==> config.mk <==
export PLATFORM = sky130hd
export DESIGN_NAME = bus_debug_bridge_flat
export DESIGN_NICKNAME = d
export VERILOG_FILES = /design/src/rtl/bus_debug_bridge_if.sv /design/src/rtl/bus_debug_bridge.sv /design/src/flat_wrapper.sv
export SDC_FILE = /design/constraint.sdc
export NUM_CORES = 1
export LEC_CHECK = 0
export ABC_AREA = 1
export BUFFER_PORTS_ARGS = -buffer_cell sky130_fd_sc_hd__buf_2
export CORE_MARGIN = 2
export CORE_UTILIZATION = 30
export DETAILED_ROUTE_END_ITERATION = 6
export GPL_ROUTABILITY_DRIVEN = 0
export PLACE_DENSITY = 0.46
export SYNTH_ARGS = -nofsm -noshare
export SYNTH_HDL_FRONTEND = slang
export SYNTH_SLANG_ARGS = --single-unit
==> constraint.sdc <==
create_clock -name i_clk -period 3.3 [get_ports i_clk]
set_input_delay 0 -clock i_clk [delete_from_list [all_inputs] [get_ports i_clk]]
set_output_delay 0 -clock i_clk [all_outputs]
set_load 0.05 [all_outputs]
==> src/rtl/bus_debug_bridge_if.sv <==
// Handshake and bus signal bundle for bus_debug_bridge.
//   rx side : i_rx_data/i_rx_valid (one-cycle byte pulse)
//   tx side : o_tx_data/o_tx_valid/i_tx_ready (valid held until accepted)
//   bus side: o_bus_req/i_bus_gnt, o_addr, o_data_wr, o_wr, o_rd, i_data_rd
//   status  : o_busy
// slave  = the bridge itself; master = the host/bus environment driving it.
interface bus_debug_bridge_if;
  logic [7:0]  i_rx_data;
  logic        i_rx_valid;
  logic [7:0]  o_tx_data;
  logic        o_tx_valid;
  logic        i_tx_ready;
  logic        o_bus_req;
  logic        i_bus_gnt;
  logic [31:0] o_addr;
  logic [31:0] o_data_wr;
  logic [3:0]  o_wr;
  logic        o_rd;
  logic [31:0] i_data_rd;
  logic        o_busy;

  modport slave (
    input  i_rx_data, i_rx_valid, i_tx_ready, i_bus_gnt, i_data_rd,
    output o_tx_data, o_tx_valid, o_bus_req, o_addr, o_data_wr, o_wr, o_rd, o_busy
  );

  modport master (
    output i_rx_data, i_rx_valid, i_tx_ready, i_bus_gnt, i_data_rd,
    input  o_tx_data, o_tx_valid, o_bus_req, o_addr, o_data_wr, o_wr, o_rd, o_busy
  );
endinterface

==> src/rtl/bus_debug_bridge.sv <==
// Byte-stream debug bridge: 'W' a0..a3 d0..d3 performs a 32-bit bus write
// and answers 'K'; 'R' a0..a3 performs a bus read and answers the 4 data
// bytes LSB first; any other command byte answers '?'. Multi-byte fields are
// LSB first. An incomplete command times out back to IDLE silently.
// Ports: i_clk, i_rst (async, active high), bus (bus_debug_bridge_if.slave).
module bus_debug_bridge #(
  parameter int unsigned TIMEOUT_CYCLES = 1000000,
  parameter int unsigned RD_WAIT        = 2
) (
  input logic              i_clk,
  input logic              i_rst,
  bus_debug_bridge_if.slave bus
);

  localparam int unsigned TW = (TIMEOUT_CYCLES < 2) ? 1 : $clog2(TIMEOUT_CYCLES + 1);
  localparam logic [TW-1:0] TO_LAST = TW'(TIMEOUT_CYCLES - 1);
  localparam logic [3:0]    RD_LAST = 4'(RD_WAIT - 1);

  typedef enum logic [2:0] {IDLE, ADDR, DATA, REQ, WRITE, READ, RESP} state_t;

  state_t        state_q, state_d;
  logic          rd_cmd_q, rd_cmd_d;     // 1 = 'R', 0 = 'W'
  logic [1:0]    byte_cnt_q, byte_cnt_d;
  logic [31:0]   addr_q, addr_d;
  logic [31:0]   data_q, data_d;
  logic [31:0]   tx_q, tx_d;             // response bytes, current one in [7:0]
  logic [1:0]    tx_cnt_q, tx_cnt_d;     // bytes remaining after the current one
  logic [3:0]    wait_cnt_q, wait_cnt_d;
  logic [TW-1:0] to_cnt_q, to_cnt_d;

  always_ff @(posedge i_clk or posedge i_rst) begin
    if (i_rst) begin
      state_q    <= IDLE;
      rd_cmd_q   <= 1'b0;
      byte_cnt_q <= '0;
      addr_q     <= '0;
      data_q     <= '0;
      tx_q       <= '0;
      tx_cnt_q   <= '0;
      wait_cnt_q <= '0;
      to_cnt_q   <= '0;
    end else begin
      state_q    <= state_d;
      rd_cmd_q   <= rd_cmd_d;
      byte_cnt_q <= byte_cnt_d;
      addr_q     <= addr_d;
      data_q     <= data_d;
      tx_q       <= tx_d;
      tx_cnt_q   <= tx_cnt_d;
      wait_cnt_q <= wait_cnt_d;
      to_cnt_q   <= to_cnt_d;
    end
  end

  always_comb begin
    state_d    = state_q;
    rd_cmd_d   = rd_cmd_q;
    byte_cnt_d = byte_cnt_q;
    addr_d     = addr_q;
    data_d     = data_q;
    tx_d       = tx_q;
    tx_cnt_d   = tx_cnt_q;
    wait_cnt_d = wait_cnt_q;
    to_cnt_d   = to_cnt_q;
    unique case (state_q)
      IDLE: if (bus.i_rx_valid) begin
        to_cnt_d = '0;
        if (bus.i_rx_data == 8'h57 || bus.i_rx_data == 8'h52) begin
          rd_cmd_d   = (bus.i_rx_data == 8'h52);
          byte_cnt_d = '0;
          state_d    = ADDR;
        end else begin
          tx_d     = 32'h0000_003F;
          tx_cnt_d = '0;
          state_d  = RESP;
        end
      end
      ADDR, DATA: begin
        if (bus.i_rx_valid) begin
          // Shift in from the top so the first (LSB) byte lands in [7:0].
          if (state_q == ADDR) addr_d = {bus.i_rx_data, addr_q[31:8]};
          else                 data_d = {bus.i_rx_data, data_q[31:8]};
          byte_cnt_d = byte_cnt_q + 2'd1;
          to_cnt_d   = '0;
          if (byte_cnt_q == 2'd3) begin
            byte_cnt_d = '0;
            state_d    = (state_q == DATA || rd_cmd_q) ? REQ : DATA;
          end
        end else if (to_cnt_q == TO_LAST) begin
          to_cnt_d = '0;
          state_d  = IDLE;
        end else begin
          to_cnt_d = to_cnt_q + 1'b1;
        end
      end
      REQ: if (bus.i_bus_gnt) begin
        wait_cnt_d = '0;
        state_d    = rd_cmd_q ? READ : WRITE;
      end
      WRITE: begin
        tx_d     = 32'h0000_004B;
        tx_cnt_d = '0;
        state_d  = RESP;
      end
      READ: begin
        if (wait_cnt_q == RD_LAST) begin
          tx_d     = bus.i_data_rd;
          tx_cnt_d = 2'd3;
          state_d  = RESP;
        end else begin
          wait_cnt_d = wait_cnt_q + 4'd1;
        end
      end
      RESP: if (bus.i_tx_ready) begin
        if (tx_cnt_q == 2'd0) begin
          state_d = IDLE;
        end else begin
          tx_d     = {8'h00, tx_q[31:8]};
          tx_cnt_d = tx_cnt_q - 2'd1;
        end
      end
      default: state_d = IDLE;
    endcase
  end

  // Outputs decode straight from state so an async reset clears them at once.
  logic drive_bus;
  assign drive_bus      = (state_q == WRITE) || (state_q == READ);
  assign bus.o_busy     = (state_q != IDLE);
  assign bus.o_bus_req  = (state_q == REQ) || drive_bus;
  assign bus.o_wr       = (state_q == WRITE) ? 4'hF : 4'h0;
  assign bus.o_rd       = (state_q == READ);
  assign bus.o_addr     = drive_bus ? {addr_q[31:2], 2'b00} : 32'h0;
  assign bus.o_data_wr  = (state_q == WRITE) ? data_q : 32'h0;
  assign bus.o_tx_valid = (state_q == RESP);
  assign bus.o_tx_data  = (state_q == RESP) ? tx_q[7:0] : 8'h00;

endmodule

==> src/flat_wrapper.sv <==
// flat-port wrapper written by rule: the top's interface ports become plain ports
module bus_debug_bridge_flat 
#(
  parameter int unsigned TIMEOUT_CYCLES = 1000000,
  parameter int unsigned RD_WAIT        = 2
)
  (i_clk, i_rst, bus_i_rx_data, bus_i_rx_valid, bus_i_tx_ready, bus_i_bus_gnt, bus_i_data_rd, bus_o_tx_data, bus_o_tx_valid, bus_o_bus_req, bus_o_addr, bus_o_data_wr, bus_o_wr, bus_o_rd, bus_o_busy);
  bus_debug_bridge_if bus_i ();
  input logic i_clk;
  input logic i_rst;
  input wire logic [$bits(bus_i.i_rx_data)-1:0] bus_i_rx_data;
  input wire logic [$bits(bus_i.i_rx_valid)-1:0] bus_i_rx_valid;
  input wire logic [$bits(bus_i.i_tx_ready)-1:0] bus_i_tx_ready;
  input wire logic [$bits(bus_i.i_bus_gnt)-1:0] bus_i_bus_gnt;
  input wire logic [$bits(bus_i.i_data_rd)-1:0] bus_i_data_rd;
  output wire logic [$bits(bus_i.o_tx_data)-1:0] bus_o_tx_data;
  output wire logic [$bits(bus_i.o_tx_valid)-1:0] bus_o_tx_valid;
  output wire logic [$bits(bus_i.o_bus_req)-1:0] bus_o_bus_req;
  output wire logic [$bits(bus_i.o_addr)-1:0] bus_o_addr;
  output wire logic [$bits(bus_i.o_data_wr)-1:0] bus_o_data_wr;
  output wire logic [$bits(bus_i.o_wr)-1:0] bus_o_wr;
  output wire logic [$bits(bus_i.o_rd)-1:0] bus_o_rd;
  output wire logic [$bits(bus_i.o_busy)-1:0] bus_o_busy;
  assign bus_i.i_rx_data = bus_i_rx_data;
  assign bus_i.i_rx_valid = bus_i_rx_valid;
  assign bus_i.i_tx_ready = bus_i_tx_ready;
  assign bus_i.i_bus_gnt = bus_i_bus_gnt;
  assign bus_i.i_data_rd = bus_i_data_rd;
  assign bus_o_tx_data = bus_i.o_tx_data;
  assign bus_o_tx_valid = bus_i.o_tx_valid;
  assign bus_o_bus_req = bus_i.o_bus_req;
  assign bus_o_addr = bus_i.o_addr;
  assign bus_o_data_wr = bus_i.o_data_wr;
  assign bus_o_wr = bus_i.o_wr;
  assign bus_o_rd = bus_i.o_rd;
  assign bus_o_busy = bus_i.o_busy;
  bus_debug_bridge #(.TIMEOUT_CYCLES(TIMEOUT_CYCLES), .RD_WAIT(RD_WAIT)) u_core (.i_clk(i_clk), .i_rst(i_rst), .bus(bus_i));
endmodule
-- Word-level counts from Yosys, hierarchy flattened
Index checks and enable logic that the tools add are counted.
Widths: inputs -> output; s select.
- $add $sub $neg: 4
- eq/ne operators: 23
- mux-type cells: 40
- bitwise logic cells: 1
- reductions and logical operators: 19
- operators by type and width (operator ; number):
    $mux 32 ; 7
    $pmux 32 s4 ; 1
    $mux 20 ; 3
    $pmux 20 s2 ; 1
    $mux 3 ; 9
    $add 20x1->20 const B ; 1
    $eq 20x20->1 const B ; 1
    $mux 2 ; 9
    $pmux 3 s6 ; 1
    $eq 8x7->1 const B ; 2
    $ne 2x2->1 const B ; 7
    $mux 4 ; 3
    $reduce_and 3->1 ; 4
    $eq 3x3->1 const B ; 3
    $mux 8 ; 1
    $pmux 2 s4 ; 1
    $pmux 4 s2 ; 1
    $reduce_and 7->1 ; 1
    $eq 3x2->1 const B ; 2
    $ne 2x1->1 const B ; 3
    $ne 3x2->1 const B ; 2
    $reduce_and 6->1 ; 1
    $add 4x1->4 const B ; 1
    $eq 4x1->1 const B ; 1
    16 further kinds ; 21
- register bits after elaboration: 128
- input port bits: 45
- output and inout bits: 80
- word-level logic and storage cells: 96

-- Longest topological paths before layout
- depth in word-level cells: 6
- gate-level depth with buffers: 11
- mapped depth without buffers: 10

-- Least setup slack after synthesis
OpenSTA, ideal clock, no wires.
- path kind: flip-flop to flip-flop
- start: register u_core.state_q[0]
- end: register u_core.tx_cnt_q[0]
- library setup time: 117 ps
- data arrival time: 1676 ps
- data required time: 3183 ps
- setup slack: 1506 ps
- stages on the path, launching flop included: 9
- path buffers: 2
- clock period less this slack: 1794 ps
- cell sequence: dfrtp_1 buf_4 nor2_4 nand2_1 inv_2 nand3_2 clkbuf_1 nand4_1 nand2_1
- longest elaborated chain between the ends: 3
- elaborated cells between the ends (all ways): 12
- those cells by class: eq/ne (8); mux (1); reduce/logical (3)
- ends and longest elaborated chain (what ; line ; text):
    start, declared ; bus_debug_bridge.sv:21 ; state_t state_q, state_d;
    start signal, assigned ; bus_debug_bridge.sv:43 ; state_q <= state_d;
    $eq 3x3->1 / $logic_not 3->1 (equally long branches) ; bus_debug_bridge.sv:65 ; unique case (state_q)
    $ne 2x2->1 (no source line) (tied with other cells) ; -- ;
    $reduce_and 6->1 (no source line) ; -- ;
    end signal, assigned ; bus_debug_bridge.sv:49 ; tx_cnt_q <= tx_cnt_d;
    end, declared ; bus_debug_bridge.sv:27 ; logic [1:0] tx_cnt_q, tx_cnt_d;
Parallel ways exist; a longest one is shown, timed or not.
A chain may end at the register's enable or synchronous reset.

-- Final worst setup path
- start: register u_core.state_q[1]
- end: register u_core.tx_q[24]
- longest elaborated chain between the ends: 3
- elaborated cells between the ends (all ways): 12
- those cells by class: eq/ne (8); mux (1); reduce/logical (3)
- ends and longest elaborated chain (what ; line ; text):
    $eq 3x3->1 / $logic_not 3->1 (equally long branches) ; bus_debug_bridge.sv:65 ;
    $ne 2x2->1 (no source line) (tied with other cells) ; -- ;
    $reduce_and 6->1 (no source line) ; -- ;
    end signal, assigned ; bus_debug_bridge.sv:48 ; tx_q <= tx_d;
    end, declared ; bus_debug_bridge.sv:26 ; logic [31:0] tx_q, tx_d;
Parallel ways exist; a longest one is shown, timed or not.

==> run summary <==
================================================================================
Global-route wire length before repair                                 28,400 um
Number of clock buffers inserted by TritonCTS                                 17
Max FO, Critical Path                                                         35
CTS clk-pin slew, worst paths                                              60 ps
Pins over their slew limit                                                     0
Static leakage                                                           4.41 nW
Switching Share                                                            0.451
Setup crit start                                                    u_core.state_q[1]$_DFFE_PP0P_
Post-placement setup slack                                                396 ps
Die height                                                                153 um
Setup total negative slack                                                  0 ps
Post-Route WL                                                          16,900 um
Number of antenna violations at the first check in global routing              0
Depth of the worst register-to-register path                                   9
Internal Dissipation                                                     3.95 mW
Least setup slack across all paths after layout                           429 ps
Synth top area share                                                       0.476
Least-Margin Pin Slew                                                     984 ps
Deepest clock path buffer count                                                2
Time the final worst path needs with I/O delays and setup                2870 ps
Cell Area, Placed                                                   0.00742 mm^2
Clock sinks                                                                  126
Hold violation count in the final report                                       0
Clock power share                                                          0.270
Number of rows created at floorplan                                           54
Worst R2R Setup Slack                                                     430 ps
Worst setup path endpoint                                           u_core.tx_q[24]$_DFFE_PP0P_
Total of endpoints with negative setup slack in the final report               0
Final-layout worst hold slack                                            34.7 ps
Ratio of total power to cell area                                    852 mW/mm^2
Worst Setup Path Type                                               flop to flop
Vias in the first global route                                             5,542
Largest net degree at the start of global routing                            127
Worst r2r dst                                                       u_core.tx_q[24]$_DFFE_PP0P_
Instance count of the mapped netlist                                         906
Cell type contributing the most total cell area after synthesis     sky130_fd_sc_hd__dfrtp_1
Number of remaining DRC errors                                                 0
RR Startpoint                                                       u_core.state_q[1]$_DFFE_PP0P_
Total design power                                                       7.19 mW
Half-perimeter wire length after placement                             11,100 um
Tot GR Track Use                                                           0.149
NetSw                                                                    3.24 mW
Vias                                                                       5,876
Mean cell area of the mapped netlist                                   7.31 um^2
Relative slew slack                                                        0.341
Arrival time at the worst endpoint                                       3180 ps
Total core area                                                      0.0218 mm^2
Resized cells post-CTS                                                         0
Design area                                                         0.00844 mm^2
I/O Buffers                                                                  122
Worst min-delay path class                                          input pin to flop
Netlist area before placement                                       0.00662 mm^2
Part of the power in combinational logic                                   0.410
Die Area                                                             0.0233 mm^2
Final instance count without filler cells                                  1,341
Area growth from synthesis to layout                                       27.4%
# Max-Cap Violations                                                           0
Fin Clk Skew                                                             14.5 ps
Count of fill cells added during filler insertion                          2,375
Run status                                                          complete, no violations
Count of state elements after synthesis                                      126
Fraction of the cycle the final worst path needs                           0.870
Most frequent cells in the layout                                   281 x sky130_fd_sc_hd__nand2_1, 126 x sky130_fd_sc_hd__nor2_1, 126 x sky130_fd_sc_hd__dfrtp_1
Root Buffer                                                         sky130_fd_sc_hd__clkbuf_16
Placed Cells                                                               1,269
Leading cell type in the layout, fill and taps excluded             sky130_fd_sc_hd__nand2_1
Fin util                                                                   0.388
Fraction of layout cells with a size suffix above 1                        0.181
Initial standard-cell utilization of the core                              0.304
Number of DRC markers after the initial detailed-route iteration             296
Deepest level of the CTS H-tree                                                4
Ys async rst share                                                          1.00
Synth warnings                                                                 0
Number of top-level design ports                                             125
Crit. End Element                                                           flop
Drt wl/cell                                                              12.6 um
Setup repair after global routing missed its margin                        false
Nets                                                                       1,098
CP startpoint kind                                                          flop
Highest ir drop seen on vdd                                             0.402 mV
Horiz. Die Dim                                                            153 um
Seq/Total Area, Yosys                                                      0.476
Post-CTS repair timing setup buffer count                                      0
Primary FF master, synth                                            sky130_fd_sc_hd__dfrtp_1
Synth top area cells                                                sky130_fd_sc_hd__dfrtp_1 48%, sky130_fd_sc_hd__nand2_1 16%, sky130_fd_sc_hd__nor2_1 7.1%
Vias per cell                                                               4.38
Startpoint of the most critical hold path                           bus_i_data_rd[0]
Worst-skew pair later-pin latency                                         420 ps
Achievable clock frequency                                               348 MHz
CTS tree                                                                   built
CP required                                                              3610 ps
Antenna Nets Post-Route                                                        0
Library cells used by synthesis                                               31
Count of flip-flops with a built-in enable after synthesis                     0
Length of the first detailed-routing pass in iterations                        5
Number of antenna cells inserted                                               0
Total gr overflow                                                              0
Part of the total power dissipated in sequential elements                  0.320
================================================================================
power groups by stage:
stage	Combinational (mW)	Clock (mW)	Sequential, mW
2_1_floorplan	2.47	0	2.22
3_3_place_gp	2.95	0	2.32
3_5_place_dp	2.97	0	2.32
4_1_cts	3.01	1.99	2.30
5_1_grt	3.32	2.06	2.37
6_report	2.95	1.94	2.30
worst min-delay path by stage:
stage	to	slack, ps	depth (start not counted)
floorplan	u_core.addr_q[25]$_DFFE_PP0P_	160	2
global placement	u_core.to_cnt_q[19]$_DFFE_PP0P_	280	3
detailed placement	u_core.to_cnt_q[18]$_DFFE_PP0P_	280	3
CTS	u_core.tx_q[0]$_DFFE_PP0P_	20	5
global route	u_core.tx_q[0]$_DFFE_PP0P_	70	5
finish	u_core.tx_q[0]$_DFFE_PP0P_	30	5
layer usage:
metal	global-route usage	routed length [um]
met1	0.210	8340
met2	0.235	7940
met3	0.0307	504
met4	0.0384	114
met5	0	0
worst max-delay path, stage by stage (launching register included):
cell	delay [ps]
sky130_fd_sc_hd__dfrtp_1	630
sky130_fd_sc_hd__inv_2	150
sky130_fd_sc_hd__nand2_4	340
sky130_fd_sc_hd__nor2_4	210
sky130_fd_sc_hd__nand2_2	150
sky130_fd_sc_hd__nand2_2	90
sky130_fd_sc_hd__nor2_8	430
sky130_fd_sc_hd__nand3_4	470
sky130_fd_sc_hd__nand2_1	200
sky130_fd_sc_hd__nand2_1	60
kinds of logic (layout without fill, tap and decap cells):
kind of cell | after synthesis | after routing | synth area share
AOI/OAI and AO/OA | 91 | 91 | 0.0712
xor gates and xnor gates | 8 | 8 | 0.0106
adders and majority gates | 5 | 5 | 0.00944
buffers and inverters | 170 | 324 | 0.107
DFF | 126 | 126 | 0.476
other | 1 | 2 | 0.000566
and+or+nand+nor | 505 | 505 | 0.325
cell type report:
type	instances	area [um^2]	area share
Clock buffer	17	425	0.0504
Clock inverter	15	186	0.0221
Inverter	124	472	0.0559
Multi-Input combinational cell	611	2780	0.330
Sequential cell	126	3150	0.374
Tap cell	280	350	0.0415
Timing Repair Buffer	168	1070	0.127
registers in the layout (all words and copies together) (netlist names):
| name | flops |
|---|---|
| u_core.rd_cmd_q | 1 |
| u_core.to_cnt_q | 20 |
| u_core.data_q | 32 |
| u_core.byte_cnt_q | 2 |
| u_core.tx_cnt_q | 2 |
| u_core.tx_q | 32 |
| u_core.state_q | 3 |
| u_core.wait_cnt_q | 4 |
| u_core.addr_q | 30 |
cell usage after synthesis, types with 7 or more instances:
library cell                 n
sky130_fd_sc_hd__a21oi_1     7
sky130_fd_sc_hd__nand2_2     7
sky130_fd_sc_hd__nand3_1    38
sky130_fd_sc_hd__dfrtp_1   126
sky130_fd_sc_hd__nand2_1   281
sky130_fd_sc_hd__nand4_1    40
sky130_fd_sc_hd__inv_1     115
sky130_fd_sc_hd__buf_2      11
sky130_fd_sc_hd__nor2_1    126
sky130_fd_sc_hd__clkbuf_1   24
sky130_fd_sc_hd__buf_4       7
sky130_fd_sc_hd__inv_2       8
sky130_fd_sc_hd__o21ai_0    78
timing repair:
action	CTS	global route
hold buffers	40	0
hold endpoints to repair	174	0
endpoints found under the setup margin	0	0
Power figures use the tool's default switching activity.
